===== src/rtl/logic_op_pkg.sv =====
// Shared types and golden function for the logic-op unit
// and its self-test initiator.
package logic_op_pkg;

  typedef enum logic [2:0] {
    IDLE,
    DRIVE,
    WAIT,
    CHECK,
    DONE
  } state_t;

  localparam int NUM_VECTORS = 4;

  // Packed as {y3, y2, y1} = {~a, a|b, a&b}.
  function automatic logic [2:0] exp_y(
    input logic a,
    input logic b
  );
    return {~a, a | b, a & b};
  endfunction

endpackage


===== src/rtl/logic_op_expected.sv =====
// Combinational golden model of the logic-op unit.
// Maps {a,b} to the expected AND / OR / NOT-a results.
module logic_op_expected
  import logic_op_pkg::*;
(
  input  logic a,
  input  logic b,
  output logic y1,
  output logic y2,
  output logic y3
);

  assign {y3, y2, y1} = exp_y(a, b);

endmodule


===== src/rtl/logic_op_bist.sv =====
// Self-test initiator for the two-input logic-op unit.
// Walks all four vectors and records per-vector failures.
module logic_op_bist
  import logic_op_pkg::*;
#(
  parameter int SETTLE_CYCLES = 2,
  parameter int CNT_W         = 4
) (
  input  logic       clk_in,
  input  logic       rst_n_in,
  input  logic       start_in,
  output logic       a_out,
  output logic       b_out,
  input  logic       y1_in,
  input  logic       y2_in,
  input  logic       y3_in,
  output logic       busy_out,
  output logic       done_out,
  output logic       pass_out,
  output logic [2:0] err_count_out,
  output logic [3:0] fail_vec_out
);

  localparam logic [CNT_W-1:0] SETTLE_LD =
    CNT_W'(SETTLE_CYCLES - 1);
  localparam logic [1:0] LAST_IDX =
    2'(NUM_VECTORS - 1);
  localparam logic [2:0] ERR_MAX =
    3'(NUM_VECTORS);

  state_t           state;
  logic [1:0]       idx;
  logic [CNT_W-1:0] cnt;

  logic       exp_y1;
  logic       exp_y2;
  logic       exp_y3;
  logic       mismatch;
  logic [2:0] err_next;

  logic_op_expected u_exp (
    .a  (idx[1]),
    .b  (idx[0]),
    .y1 (exp_y1),
    .y2 (exp_y2),
    .y3 (exp_y3)
  );

  assign mismatch =
    {y1_in, y2_in, y3_in} != {exp_y1, exp_y2, exp_y3};

  // Saturating so the count can never wrap past NUM_VECTORS.
  assign err_next =
    (mismatch && err_count_out != ERR_MAX)
      ? err_count_out + 3'd1
      : err_count_out;

  always_ff @(posedge clk_in) begin
    if (!rst_n_in) begin
      state         <= IDLE;
      idx           <= '0;
      cnt           <= '0;
      a_out         <= 1'b0;
      b_out         <= 1'b0;
      busy_out      <= 1'b0;
      done_out      <= 1'b0;
      pass_out      <= 1'b0;
      err_count_out <= '0;
      fail_vec_out  <= '0;
    end else begin
      done_out <= 1'b0;
      unique case (state)
        IDLE: begin
          if (start_in) begin
            pass_out      <= 1'b0;
            err_count_out <= '0;
            fail_vec_out  <= '0;
            idx           <= '0;
            busy_out      <= 1'b1;
            state         <= DRIVE;
          end
        end
        DRIVE: begin
          {a_out, b_out} <= idx;
          cnt            <= SETTLE_LD;
          state          <= WAIT;
        end
        WAIT: begin
          if (cnt == '0) begin
            state <= CHECK;
          end else begin
            cnt <= cnt - 1'b1;
          end
        end
        CHECK: begin
          if (mismatch) begin
            fail_vec_out[idx] <= 1'b1;
            err_count_out     <= err_next;
          end
          if (idx == LAST_IDX) begin
            done_out <= 1'b1;
            pass_out <= (err_next == 3'd0);
            busy_out <= 1'b0;
            a_out    <= 1'b0;
            b_out    <= 1'b0;
            state    <= DONE;
          end else begin
            idx   <= idx + 2'd1;
            state <= DRIVE;
          end
        end
        DONE: begin
          state <= IDLE;
        end
        default: begin
          state <= IDLE;
        end
      endcase
    end
  end

endmodule


===== config.mk =====
export PLATFORM = sky130hd
export DESIGN_NAME = logic_op_bist
export DESIGN_NICKNAME = d
export VERILOG_FILES = /design/src/rtl/logic_op_pkg.sv /design/src/rtl/logic_op_expected.sv /design/src/rtl/logic_op_bist.sv
export SDC_FILE = /design/constraint.sdc
export NUM_CORES = 1
export LEC_CHECK = 0
export CAP_MARGIN = 10
export CORE_MARGIN = 2
export CORE_UTILIZATION = 45
export DETAILED_ROUTE_END_ITERATION = 8
export PLACE_DENSITY = 0.69
export SLEW_MARGIN = 20
export SYNTH_ARGS = -nofsm -noshare
export SYNTH_HDL_FRONTEND = slang
export SYNTH_SLANG_ARGS = --single-unit

===== constraint.sdc =====
create_clock -name clk_in -period 3 [get_ports clk_in]
set_input_delay 0.9 -clock clk_in [delete_from_list [all_inputs] [get_ports clk_in]]
set_output_delay 0.9 -clock clk_in [all_outputs]
set_load 0.005 [all_outputs]

* Word level (Yosys, flattened, before mapping)
Index checks and enable logic that the tools add are counted.
** Operators by class
- Add/subtract/negate cells :: 3
- Order comparisons :: 2
- Equality and inequality tests :: 12
- Multiplexer cells :: 27
- Bitwise gates (word level) :: 4
- Reduce and logical (&&, ||, !) cells :: 15
** Operator list (count)
- $mux 3 :: 6
- $pmux 4 s2 :: 2
- $mux 4 :: 3
- $ne 2x2->1 const B :: 6
- $pmux 3 s4 :: 1
- $reduce_and 3->1 :: 3
- $pmux 1 s2 :: 4
- $reduce_and 2->1 :: 4
- $eq 3x2->1 const B :: 2
- $logic_not 3->1 :: 2
- $mux 1 :: 6
- $pmux 3 s2 :: 1
- $reduce_bool 2->1 :: 3
- $logic_not 4->1 :: 1
- $mux 2 :: 2
- $or 4x4->4 :: 1
- $pmux 2 s2 :: 1
- $sub 4x1->4 const B :: 1
- $add 3x1->3 const B :: 1
- $eq 3x1->1 const B :: 1
- $lt 2x3->1 const B :: 1
- $ne 3x3->1 :: 1
- $ne 3x3->1 const B :: 1
- $add 2x1->2 const B :: 1
- other kinds (7) :: 8
** Storage, ports and cells
- Register bits :: 21
- Input bits :: 6
- Output and inout bits :: 12
- Word-level logic and storage cells :: 73

* Depth between registers and ports, before layout
Gate-level depths: netlist of run 1.
- Depth in word-level cells :: 7
- Depth in mapped cells :: 6
- Mapped depth without buffers :: 6

* By module
A second synthesis of run 1 with hierarchy kept.
** Unflattened totals
- Cell total of the unflattened synthesis :: 135
- Area, all modules :: 1223.7 um^2
** By module, submodules not included
- logic_op_bist :: instances 1, cells each 132, area an instance 1206.2 um^2, sequential area each 420.4 um^2
- logic_op_expected :: instances 1, cells each 3, area an instance 17.5 um^2, sequential area each 0.0 um^2

* Least setup slack after synthesis of run 1
OpenSTA, ideal clock, no wires.
- Path kind :: input to register
- Start point :: input port start_in
- End point :: register idx[1]
- Setup time :: 65 ps
- Arrival :: 1990 ps
- Required time :: 2935 ps
- Path slack :: 944 ps
- Stages :: 4
- Path buffers :: 0
- Path through :: or3b_2 a21oi_1 mux2_2 nor2_1
** Between the ends
- Cells in the longest elaborated chain, start to end :: 2
** RTL lines
- start: declaration :: RTL line logic_op_bist.sv:11 : input logic start_in,
- $ne 2x2->1 (no source line)
- $reduce_and 3->1 (no source line)
- end signal: assignment :: RTL line logic_op_bist.sv:108 : idx <= idx + 2'd1;
- end: declaration :: RTL line logic_op_bist.sv:32 : logic [1:0] idx;
No other way between the ends.
A chain may end at the register's enable or synchronous reset.

* Final worst setup path of run 1
Same ends and word-level chain as after synthesis.

==> metrics.md, run 1 <==
| Metric | Value |
|---|---|
| First-pass GRT wire length | `3.76 mm` |
| Vias in the first global route | `902` |
| Setup Skew | `0.00833 ns` |
| WP data required | `3.26 ns` |
| Largest family of logic cells by synthesized area | `compound AO/OA/AOI/OAI gates` |
| Max Slew Vio Count | `0` |
| Max-slew headroom | `59.5%` |
| Post-place instance area | `0.00136 mm^2` |
| Nets | `167` |
| Worst Path Max Fanout | `3` |
| Final HPWL DP | `1.77 mm` |
| Setup repair after global routing missed its margin | `no` |
| Syn Area/Cell | `8.61 um^2` |
| Global placement routability congestion | `0.774` |
| Yosys top cell by area | `dfxtp_1` |
| Netlist Area Pre-Place | `0.00115 mm^2` |
| Warnings, synthesis | `0` |
| Setup CP Type | `in2reg` |
| I/O pin count | `18` |
| Hold path start | `fail_vec_out[3]` |
| Inst Count DP | `178` |
| Crit end category | `flop` |
| Yosys reg bits | `21` |
| Total of max-cap violations | `0` |
| DIE WIDTH | `54.6 um` |
| Core Rows | `18` |
| FILL cells | `233` |
| Mapped Nets | `148` |
| Die ar. | `0.00298 mm^2` |
| Register area | `420 um^2` |
| DR iter-0 viols | `9` |
| Clk_lat worst skew | `0.30 ns` |
| Sequential area share after synthesis | `36.4%` |
| Initial antenna violation count | `0` |
| Pin count of the biggest net entering global routing | `16` |
| Die H | `54.6 um` |
| Hold WC Path Type | `reg2reg` |
| Layout cells sized above 1 | `8.55%` |
| Hold_ws | `0.454 ns` |
| RR Startpoint | `idx[1]` |
| # hold bufs at CTS | `0` |
| VDD IR max | `383 uV` |
| CTS max path bufs | `2` |
| DP Worst Slack | `0.390 ns` |
| Design Area, Final | `0.00138 mm^2` |
| Post-CTS resize count | `0` |
| Fin crit share | `75.7%` |
| Leading post-synthesis cells by cell area | `dfxtp_1 (36%), ha_1 (8.7%), inv_1 (4.9%)` |
| Endpoints failing setup | `0` |
| Final hold violations | `0` |
| Area Growth Syn to Fin | `20.0%` |
| Clock net sink count | `21` |
| Multi-input logic area | `658 um^2` |
| Gr ovfl total | `0` |
| Overall Power | `0.649 mW` |
| Arr. time, crit path | `2.53 ns` |
| Post-layout util | `56.4%` |
| Clock transition at the registers of the reported paths | `0.12 ns` |
| CP startpoint | `start_in` |
| Via count | `972` |
| PnR worst setup slack | `0.728 ns` |
| Cell Pwr Density | `469 mW/mm^2` |
| Setup TNS | `0 ns` |
| Core area | `0.00245 mm^2` |
| Leakage power | `0.528 nW` |
| Synth Area in Compound Gates | `19.8%` |
| DRT Wirelength | `2.31 mm` |
| Avg WL per Cell | `12.7 um` |
| Port buffer count | `17` |
| Highest clock rate | `440 MHz` |
| Worst-Margin Slew | `0.606 ns` |
| Root cell of the clock tree | `clkbuf_4` |
| Synth unique cells | `36` |
| CTS tree | `yes` |
| Adder-cell share of the synthesized area | `8.68%` |
| H-tree lvl count | `1` |
| DR vias/cell | `5.34` |
| Synth Area in XOR/XNOR | `3.04%` |
| Period minus WS final | `2.27 ns` |
| Number of antenna diodes | `0` |
| Initial Utilization | `47.0%` |
| Synth Instances | `134` |
| Synth Area in Simple Gates | `17.9%` |
| Drt pass-1 iters | `3` |
| Mux cell area share after synthesis | `7.59%` |
| All-Layer GR Usage | `17.6%` |
| Non-Filler Instances | `182` |
| Final ANT Viol Nets | `0` |
| Outcome | `finished, final reports clean` |
| Cts bufs inserted | `3` |
| Top cell type's share of synthesized area | `36.4%` |
| Crit path launch type | `primary input` |
| # Post-CTS Setup Buffers | `0` |
| Drt drc | `0` |
==> logic make-up (layout without fill, tap and decap cells) <==
| group | count (synthesis) | after routing |
|---|---|---|
| AO/OA/AOI/OAI | 33 | 33 |
| XOR/XNOR | 4 | 4 |
| adder cells (fa/ha/maj) | 8 | 8 |
| buffers and inverters | 20 | 38 |
| flip-flops | 21 | 21 |
| multiplexers | 8 | 8 |
| AND/OR/NAND/NOR | 40 | 40 |
==> cells in the mapped netlist <==
master and n:
a31o_2 1, o21ba_2 1, o211a_1 1, o21ai_0 11
a211oi_1 2, nand2b_1 1, mux2_2 2, nand3b_1 1
mux2_4 1, o41ai_1 1, nand4b_1 1, o22ai_1 1
nand3_1 2, nor2b_1 1, clkbuf_1 4, a22oi_1 2
inv_1 15, and3_1 1, xnor2_1 3, mux2i_1 5
o311a_4 1, nor3b_1 4, or3b_2 1, xor2_1 1
o31ai_1 3, nand4_1 1, or3_1 4, nand2_1 12
buf_1 1, nor2_1 8, o32ai_2 1, ha_1 8
a21oi_1 8, dfxtp_1 21, nor3_1 2, nor4_1 1
==> critical path, cell delays in order <==
cell,delay (ns)
clkdlybuf4s50_1,0.49
or3b_2,0.47
a21oi_1,0.24
mux2_2,0.36
nor2_1,0.07
==> area by class of cell <==
class	count	area share [%]
Tap cell	30	2.71
Sequential cell	21	30.4
Timing Repair Buffer	19	13.4
Multi-Input combinational cell	93	47.6
Clock buffer	4	1.90
Inverter	15	4.07
==> path summary, 6_finish.rpt <==
check                                   endpoint  slack, ns  depth (start not counted)
worst max register to register  err_count_out[2]       1.02                          5
worst max-delay path                      idx[1]       0.73                          5
worst min register to register   fail_vec_out[3]       0.45                          2
worst min-delay path             fail_vec_out[3]       0.45                          2
==> power breakdown <==
group	internal, mW	leakage, nW	switching [mW]	total (mW)
clock	0.0518	0.0150	0.0870	0.139
combinational	0.0875	0.342	0.0889	0.176
sequential	0.301	0.171	0.0329	0.334
==> routing by layer <==
metal | up-vias | share of wire [%] | track usage, %
met5 | - | 0 | 0
met4 | 0 | 0.52 | 6.25
met3 | 2 | 2.7 | 2.46
met2 | 11 | 50 | 31.7
met1 | 455 | 47 | 20.9
li1 | 504 | - | -
==> cells in the final DEF, fill, tap and decap left out, types with 2 or more instances in the layout <==
| cell | instances |
|---|---|
| or3_1 | 4 |
| clkbuf_4 | 3 |
| nand3_1 | 2 |
| clkdlybuf4s50_1 | 17 |
| mux2i_1 | 5 |
| o31ai_1 | 3 |
| mux2_2 | 2 |
| nor3b_1 | 4 |
| a21oi_1 | 8 |
| xnor2_1 | 3 |
| nand2_1 | 12 |
| a22oi_1 | 2 |
| ha_1 | 8 |
| a211oi_1 | 2 |
| o21ai_0 | 11 |
| dfxtp_1 | 21 |
| nor2_1 | 8 |
| buf_4 | 2 |
| inv_1 | 15 |
| nor3_1 | 2 |
==> registers in the layout, indices dropped and copies added, names as in the netlist <==
register       flops
err_count_out      3
pass_out           1
cnt                4
done_out           1
fail_vec_out       4
idx                2
busy_out           1
state              3
b_out              1
a_out              1
Note: power is estimated with default switching activity, not from simulation.
==> run 2: changes to the inputs <==
==> constraint.sdc (replaced) <==
create_clock -name clk_in -period 2.2 [get_ports clk_in]
set_input_delay 0.66 -clock clk_in [delete_from_list [all_inputs] [get_ports clk_in]]
set_output_delay 0.66 -clock clk_in [all_outputs]
set_load 0.005 [all_outputs]
==> run 2 against run 1 <==
Cell count increased by 4.4%. Flip-flop and latch count unchanged. Combinational power increased by 66%. Critical endpoint unchanged.
==> metrics.md, run 2 (synthesized netlist as in run 1, its figures left out) <==
| Metric | Value |
|---|---|
| H-tree lvl count | `1` |
| # hold bufs at CTS | `0` |
| Global placement routability congestion | `0.752` |
| Cell Pwr Density | `642 mW/mm^2` |
| CTS max path bufs | `2` |
| Fin crit share | `91.3%` |
| DRT Wirelength | `2.45 mm` |
| Avg WL per Cell | `12.9 um` |
| Area Growth Syn to Fin | `25.5%` |
| Clock net sink count | `21` |
| CTS tree | `yes` |
| Clock transition at the registers of the reported paths | `0.13 ns` |
| I/O pin count | `18` |
| Die ar. | `0.00298 mm^2` |
| Arr. time, crit path | `2.28 ns` |
| Drt drc | `0` |
| Setup repair after global routing missed its margin | `no` |
| DR vias/cell | `5.35` |
| First-pass GRT wire length | `3.78 mm` |
| Setup CP Type | `in2reg` |
| Die H | `54.6 um` |
| Sequential power share | `47.1%` |
| Overall Power | `0.929 mW` |
| VDD IR max | `618 uV` |
| Port buffer count | `17` |
| Cts bufs inserted | `3` |
| Worst Path Max Fanout | `3` |
| Period minus WS final | `2.01 ns` |
| PnR worst setup slack | `0.192 ns` |
| Sw Share | `32.7%` |
| DP Worst Slack | `-0.147 ns` |
| Crit path launch type | `primary input` |
| Via count | `1,017` |
| Biggest regs | `cnt: 4 flops, fail_vec_out: 4 flops` |
| Core Rows | `18` |
| Worst-Margin Slew | `0.620 ns` |
| Nets | `175` |
| Final hold violations | `0` |
| Crit end category | `flop` |
| Inst Count DP | `186` |
| Outcome | `finished, final reports clean` |
| Initial Utilization | `47.0%` |
| Total of max-cap violations | `0` |
| Max Slew Vio Count | `0` |
| Commonest cells after routing, fill and taps aside | `dfxtp_1 (21), clkdlybuf4s50_1 (17), inv_1 (15), nand2_1 (12), o21ai_0 (11)` |
| Clock power frac | `21.4%` |
| DIE WIDTH | `54.6 um` |
| Max-slew headroom | `58.6%` |
| Final ANT Viol Nets | `0` |
| Pin count of the biggest net entering global routing | `16` |
| Highest clock rate | `498 MHz` |
| Switch Pwr | `0.304 mW` |
| Pint | `0.625 mW` |
| Core area | `0.00245 mm^2` |
| Commonest non-fill, non-tap cell in the layout | `dfxtp_1` |
| Post-CTS resize count | `0` |
| Number of antenna diodes | `0` |
| All-Layer GR Usage | `17.9%` |
| Setup Skew | `0.00519 ns` |
| DR iter-0 viols | `8` |
| WP data required | `2.47 ns` |
| Clk_lat worst skew | `0.32 ns` |
| Vias in the first global route | `900` |
| Logic pwr share | `31.4%` |
| Final HPWL DP | `1.86 mm` |
| Drt pass-1 iters | `4` |
| R2R Setup Slk | `0.25 ns` |
| Non-Filler Instances | `190` |
| Initial antenna violation count | `0` |
| # Post-CTS Setup Buffers | `0` |
| Hold WC Path Type | `reg2reg` |
| Gr ovfl total | `0` |
| Root cell of the clock tree | `clkbuf_4` |
| Endpoints failing setup | `0` |
| Leakage power | `0.568 nW` |
| Layout cells sized above 1 | `13.8%` |
-- run 2: cell types whose count changed in the layout (fill, tap and decap cells not counted) --
| cell | previous run | this run |
|---|---|---|
| buf_4 | 2 | 10 |
| clkbuf_1 | 1 | 0 |
| clkinvlp_4 | 0 | 1 |
-- run 2: power by group through the flow --
stage / Clock [mW] / Combinational [mW] / Sequential [mW]
finish: 0.199 / 0.292 / 0.438
global route: 0.223 / 0.325 / 0.442
CTS: 0.211 / 0.294 / 0.438
detailed placement: 0 / 0.293 / 0.447
global placement: 0 / 0.284 / 0.445
floorplan: 0 / 0.199 / 0.439
-- run 2: metal layers --
layer	share of wire, %	vias to the layer above	GRT usage (%)
met5	0	-	0
met4	0.81	0	5.00
met3	3.7	5	5.74
met2	49	12	31.5
met1	46	479	20.5
li1	-	521	-
-- run 2: final timing paths --
check                           depth (start not counted)                to             from
worst min-delay path                                    2   fail_vec_out[3]  fail_vec_out[3]
worst max-delay path                                    5            idx[1]         start_in
worst max register to register                          6  err_count_out[2]           idx[1]
worst min register to register                          2   fail_vec_out[3]  fail_vec_out[3]
-- run 2: layout make-up --
cell class	instances	area (um^2)
fillers	219	1010
repair buffers	27	245
well taps	30	37.5
clock buffers	3	22.5
clock inverters	1	7.51
multi-input cells	93	658
inverters	15	56.3
flip-flops and latches	21	420
-- run 2: per-stage QoR --
stage / util [%] / area, um^2 / TNS, ns / hold WS [ns]
global placement: 57.7 / 1420 / -0.245 / 0.432
finish: 59.0 / 1450 / 0 / 0.450
detailed placement: 57.7 / 1420 / -0.455 / 0.439
floorplan: - / 1150 / 0 / 0.442
CTS: 59.0 / 1450 / 0 / 0.456
global route: 59.0 / 1450 / 0 / 0.473
-- run 2: critical path, stage by stage --
cell and delay [ns]:
clkdlybuf4s50_1 0.49, or3b_2 0.47, a21oi_1 0.22, mux2_2 0.36, nor2_1 0.08
